File: src/rtl/mem_port_arbiter.sv
// Two-port valid/ready arbiter in front of a 1R/1W word memory; partial stores
// become a read-merge-write. Define MEM_ARB_FIXED_PRI_EN for fixed port-0 priority.
module mem_port_arbiter #(
  parameter  int WIDTH  = 32,
  parameter  int DEPTH  = 4,
  localparam int BE_W   = WIDTH / 8,
  localparam int ADDR_W = $clog2(DEPTH) + 2
) (
  input  logic              clk,
  input  logic              rst,
  input  logic              req0_valid,
  output logic              req0_ready,
  input  logic              req0_we,
  input  logic [BE_W-1:0]   req0_be,
  input  logic [ADDR_W-1:0] req0_addr,
  input  logic [WIDTH-1:0]  req0_wdata,
  output logic              resp0_valid,
  output logic [WIDTH-1:0]  resp0_rdata,
  input  logic              req1_valid,
  output logic              req1_ready,
  input  logic              req1_we,
  input  logic [BE_W-1:0]   req1_be,
  input  logic [ADDR_W-1:0] req1_addr,
  input  logic [WIDTH-1:0]  req1_wdata,
  output logic              resp1_valid,
  output logic [WIDTH-1:0]  resp1_rdata,
  output logic [ADDR_W-1:0] mem_rd_addr,
  input  logic [WIDTH-1:0]  mem_rd_dout,
  output logic [ADDR_W-1:0] mem_wr_addr,
  output logic [WIDTH-1:0]  mem_wr_din,
  output logic              mem_we
);

  typedef enum logic {IDLE, MERGE_WR} state_t;

  state_t              state, state_nx;
  logic [ADDR_W-1:0]   rd_addr_q;
  logic [ADDR_W-1:0]   merge_addr_q;
  logic [WIDTH-1:0]    merge_data_q;
  logic                merge_idx_q;

  logic                win;
  logic                grant;
  logic                sel_we;
  logic [BE_W-1:0]     sel_be;
  logic [ADDR_W-1:0]   sel_addr;
  logic [WIDTH-1:0]    sel_wdata;
  logic [ADDR_W-1:0]   sel_word_addr;
  logic [WIDTH-1:0]    merged;
  logic                is_read, is_full, is_zero, is_partial;

`ifdef MEM_ARB_FIXED_PRI_EN
  assign win = req0_valid ? 1'b0 : 1'b1;
`else
  logic rr_ptr;
  assign win = (req0_valid && req1_valid) ? rr_ptr : (req1_valid ? 1'b1 : 1'b0);
`endif

  // Handshake: a request transfers in the cycle where valid && ready; ready is
  // raised combinationally for the winner only in IDLE, and the requester must
  // hold its payload stable until then.
  assign grant = (state == IDLE) && rst && (req0_valid || req1_valid);

  assign sel_we        = win ? req1_we    : req0_we;
  assign sel_be        = win ? req1_be    : req0_be;
  assign sel_addr      = win ? req1_addr  : req0_addr;
  assign sel_wdata     = win ? req1_wdata : req0_wdata;
  assign sel_word_addr = {sel_addr[ADDR_W-1:2], 2'b00};

  assign is_read    = !sel_we;
  assign is_full    = sel_we && (sel_be == {BE_W{1'b1}});
  assign is_zero    = sel_we && (sel_be == {BE_W{1'b0}});
  assign is_partial = sel_we && !is_full && !is_zero;

  always_comb begin
    merged = '0;
    for (int k = 0; k < BE_W; k++) begin
      merged[k*8 +: 8] = sel_be[k] ? sel_wdata[k*8 +: 8] : mem_rd_dout[k*8 +: 8];
    end
  end

  always_comb begin
    state_nx    = state;
    req0_ready  = 1'b0;
    req1_ready  = 1'b0;
    mem_we      = 1'b0;
    mem_wr_addr = '0;
    mem_wr_din  = '0;
    mem_rd_addr = rd_addr_q;
    case (state)
      IDLE: begin
        if (grant) begin
          req0_ready = !win;
          req1_ready = win;
          if (is_read || is_partial) mem_rd_addr = sel_addr;
          if (is_full) begin
            mem_we      = 1'b1;
            mem_wr_addr = sel_word_addr;
            mem_wr_din  = sel_wdata;
          end
          if (is_partial) state_nx = MERGE_WR;
        end
      end
      MERGE_WR: begin
        mem_we      = 1'b1;
        mem_wr_addr = merge_addr_q;
        mem_wr_din  = merge_data_q;
        state_nx    = IDLE;
      end
      default: state_nx = IDLE;
    endcase
  end

  always_ff @(posedge clk or negedge rst) begin
    if (!rst) begin
      state        <= IDLE;
      rd_addr_q    <= '0;
      merge_addr_q <= '0;
      merge_data_q <= '0;
      merge_idx_q  <= 1'b0;
      resp0_valid  <= 1'b0;
      resp1_valid  <= 1'b0;
      resp0_rdata  <= '0;
      resp1_rdata  <= '0;
`ifndef MEM_ARB_FIXED_PRI_EN
      rr_ptr       <= 1'b0;
`endif
    end else begin
      state       <= state_nx;
      rd_addr_q   <= mem_rd_addr;
      resp0_valid <= 1'b0;
      resp1_valid <= 1'b0;
      if (grant) begin
`ifndef MEM_ARB_FIXED_PRI_EN
        rr_ptr <= ~win;
`endif
        if (is_read) begin
          if (win) begin
            resp1_valid <= 1'b1;
            resp1_rdata <= mem_rd_dout;
          end else begin
            resp0_valid <= 1'b1;
            resp0_rdata <= mem_rd_dout;
          end
        end else if (is_partial) begin
          merge_addr_q <= sel_word_addr;
          merge_data_q <= merged;
          merge_idx_q  <= win;
        end else begin
          if (win) resp1_valid <= 1'b1;
          else     resp0_valid <= 1'b1;
        end
      end
      // The merged word lands at the end of MERGE_WR; acknowledge right after.
      if (state == MERGE_WR) begin
        if (merge_idx_q) resp1_valid <= 1'b1;
        else             resp0_valid <= 1'b1;
      end
    end
  end

endmodule

File: config.mk
export PLATFORM = sky130hd
export DESIGN_NAME = mem_port_arbiter
export DESIGN_NICKNAME = d
export VERILOG_FILES = /design/src/rtl/mem_port_arbiter.sv
export SDC_FILE = /design/constraint.sdc
export NUM_CORES = 1
export LEC_CHECK = 0
export ABC_CLOCK_PERIOD_IN_PS = 4100
export CAP_MARGIN = 40
export CORE_UTILIZATION = 25
export CTS_CLUSTER_DIAMETER = 150
export DETAILED_ROUTE_END_ITERATION = 7
export HOLD_SLACK_MARGIN = 0.1
export PLACE_DENSITY_LB_ADDON = 0.2
export SLEW_MARGIN = 30
export SYNTH_ARGS = -nofsm -noshare
export SYNTH_HDL_FRONTEND = slang
export SYNTH_SLANG_ARGS = --single-unit
File: constraint.sdc
create_clock -name clk -period 4.1 [get_ports clk]
set_clock_uncertainty 0.1 [all_clocks]
set_input_delay 0.615 -clock clk [delete_from_list [all_inputs] [get_ports clk]]
set_output_delay 0.615 -clock clk [all_outputs]
set_load 0.03 [all_outputs]
==> summary.md <==
| Metric | Value |
|---|---|
| Worst EP arrival | `just over 3 ns` |
| Count of final hold-check violations | `0` |
| Slowest stage delay, CP | `slightly above 0.7 ns` |
| Fin Setup TNS | `0 ns` |
| Failing checks | `design-rule violations` |
| Crit path capture type | `output port` |
| Number of I/O pins | `227` |
| Initial antenna violation count | `1` |
| Top cell type's share of synthesized area | `0.475` |
| Area growth, synth to finish | `48.4%` |
| Max-slew violations | `0` |
| Site Rows | `54` |
| Clk pin slew, worst setup/hold paths | `0.08 ns` |
| Crit path kind | `primary input to output port` |
| DIE AREA | `approximately 23000 um^2` |
| Width of the die | `152 um` |
| CP Cell Sequence | `clkdlybuf4s50_1 > inv_4 > nor2_4 > nand2_1 > o221ai_1 > buf_4 > mux2_2 > clkdlybuf4s50_1` |
| Reg2Reg Capture Point | `resp1_rdata[12]` |
| Ranking of synthesized cells by area | `dfrtp_1 (48%), nand2_1 (9.7%), mux2_2 (8.4%)` |
| Commonest non-fill, non-tap cells in the layout | `clkdlybuf4s50_1 (188), nand2_1 (145), dfrtp_1 (106), buf_4 (48), mux2_2 (42)` |
| DRT iter0 DRCs | `approximately 240` |
| Power per cell area | `roughly 490 nW/um^2` |
| Post-CTS Setup Bufs | `0` |
| R2r worst-path depth | `7` |
| Distinct cell type count after synthesis | `39` |
| Worst-Skew Late Latency | `0.34 ns` |
| Detailed Routing Iterations Pass 1 | `8` |
| Setup violators final | `0` |
| Die height | `roughly 150 um` |
| Layout Nets | `~900` |
| Initial Utilization | `0.257` |
| Core area | `22000 um^2` |
| Synth warn | `0` |
| Mapped Avg Cell Area | `between 9 and 10 um^2` |
| Max IR drop VDD | `0.239 mV` |
| DP HPWL | `approximately 14000 um` |
| Overflow after GRT | `0` |
| Worst EP required | `about 3.4 ns` |
| Final worst slack | `0.352 ns` |
| All-layer global routing usage | `0.166` |
| CP startpoint kind | `primary input` |
| Sequential share of the synthesized area | `0.475` |
| Actual slew at the worst max-slew pin | `around 0.65 ns` |
| Clk sinks | `between 100 and 150` |
| Ant. Diodes | `0` |
| R2R Setup Slk | `1.60 ns` |
| GP Congestion | `0.768` |
| Status | `complete, but fails checks` |
| Flops & latches, synth | `roughly 110` |
| DR WL/cell | `roughly 18 um` |
| Via Count | `about 4900` |
| Cell taking the most area after synthesis | `dfrtp_1` |
| CTS buffer count | `9` |
| CTS resizes | `0` |
| Global-route wire length before repair | `roughly 30000 um` |
| Max-Cap Viols | `0` |
| Maximum fanout along the worst path | `9` |
| Rel. slew slack | `0.569` |
| Final period util | `0.914` |
| Most used cell along the critical path | `clkdlybuf4s50_1` |
| Root buffer cell | `clkbuf_16` |
| DRC violation count after routing | `32` |
| Crit-path slowest cell | `clkdlybuf4s50_1` |
| WL final | `18900 um` |
| Worst min path class | `primary input to asynchronous set/reset pin` |
| Tmin final | `3.75 ns` |
| Gate count of the mapped netlist | `approximately 570` |
| Buffers on Ports | `~220` |
| CTS max path bufs | `2` |
| H-tree depth | `3` |
| Via density | `around 4.6` |
| Worst r2r src | `rr_ptr` |
| Routed Antenna Nets | `0` |
| Commonest non-fill, non-tap cell in the layout | `clkdlybuf4s50_1` |
| Share of layout cells above drive strength 1 | `0.197` |
| CTS tree | `done` |
| Total power draw | `between 4 and 5 mW` |
| Leak pwr | `roughly 3.8 nW` |
| Largest net degree at the start of global routing | `49` |
| Area of the mapped netlist | `roughly 5600 um^2` |
| Setup WS pre-CTS | `~0.36 ns` |
| Vias in the first global route | `around 5000` |
| Fmax | `~270 MHz` |
| Hold_buf cts | `0` |
| RSZ-0062 raised after global routing | `no` |
metrics by stage:
stage	util	cell area [um^2]	std cells	hold slack (ns)
floorplan	-	5640	568	0.219
global placement	0.366	8040	1049	0.365
detailed placement	0.367	8060	1050	0.375
CTS	0.381	8360	1066	0.191
global route	0.381	8360	1066	0.206
finish	0.381	8360	1066	0.196
registers in the layout (all words and copies together) (netlist names), 2 cells and up:
| name | count |
|---|---|
| rd_addr_q | 4 |
| merge_addr_q | 2 |
| resp1_rdata | 32 |
| resp0_rdata | 32 |
| merge_data_q | 32 |
critical path, delay by kind of cell:
kind,cells,cell delay (ns)
compound gates,1,0.22
buf+inv,4,1.64
mux,1,0.35
simple gates,2,0.20
power by group:
group	internal [mW]	total [mW]	switching (mW)
combinational	0.799	1.66	0.863
sequential	1.36	1.53	0.163
clock	0.478	0.902	0.424
total	2.64	4.09	1.45
layout make-up:
| class | instances | area [um^2] |
|---|---|---|
| inverter | 36 | 138 |
| timing repair buffer | 239 | 2300 |
| fill | 2194 | 13600 |
| clock inverter | 7 | 73.8 |
| multi-input combinational | 388 | 2590 |
| clock buffer | 9 | 225 |
| sequential | 107 | 2680 |
| tap | 280 | 350 |
worst max-delay path by stage:
stage,startpoint,endpoint,slack (ns),cells past startpoint
floorplan,req1_valid,mem_wr_din[12],1.51,8
global placement,req1_valid,mem_rd_addr[3],0.38,8
detailed placement,req1_valid,mem_rd_addr[3],0.36,8
CTS,req1_valid,mem_rd_addr[3],0.34,8
global route,req1_valid,mem_rd_addr[3],0.22,8
finish,req1_valid,mem_rd_addr[3],0.35,8
cell usage after synthesis:
| master | n |
|---|---|
| a21boi_1 | 1 |
| a21boi_4 | 1 |
| a21oi_1 | 32 |
| a22o_1 | 34 |
| a32o_2 | 1 |
| and2_1 | 4 |
| and4_1 | 2 |
| buf_1 | 1 |
| buf_12 | 3 |
| buf_2 | 22 |
| buf_4 | 4 |
| buf_6 | 1 |
| clkbuf_1 | 4 |
| clkbuf_2 | 2 |
| conb_1 | 1 |
| dfrtp_1 | 107 |
| inv_1 | 34 |
| inv_2 | 1 |
| inv_4 | 1 |
| mux2_2 | 42 |
| mux2_4 | 29 |
| nand2_1 | 146 |
| nand2_8 | 1 |
| nand2b_1 | 1 |
| nand3_1 | 5 |
| nand3_2 | 1 |
| nand4_1 | 1 |
| nor2_1 | 7 |
| nor2_4 | 2 |
| nor2b_1 | 1 |
| nor4_1 | 2 |
| o21ai_1 | 32 |
| o21ai_2 | 2 |
| o21ai_4 | 2 |
| o221ai_1 | 1 |
| o22ai_1 | 33 |
| o31ai_1 | 1 |
| or2_2 | 1 |
| or3_1 | 1 |
metal layers:
metal / global-route usage / up-vias / part of all wire
met3: 0.0411 / 21 / 0.064
met2: 0.268 / 183 / 0.47
met1: 0.215 / 2319 / 0.45
li1: - / 2392 / -
met5: 0 / - / 0
met4: 0.0573 / 0 / 0.021
kinds of logic after synthesis:
group | after synthesis | synth area share
flops | 107 | 0.475
mux | 71 | 0.161
buf+inv | 73 | 0.0671
other cells | 1 | 0.000666
simple gates | 175 | 0.131
compound gates | 140 | 0.165
No activity file was read; power rests on OpenSTA's default activity.
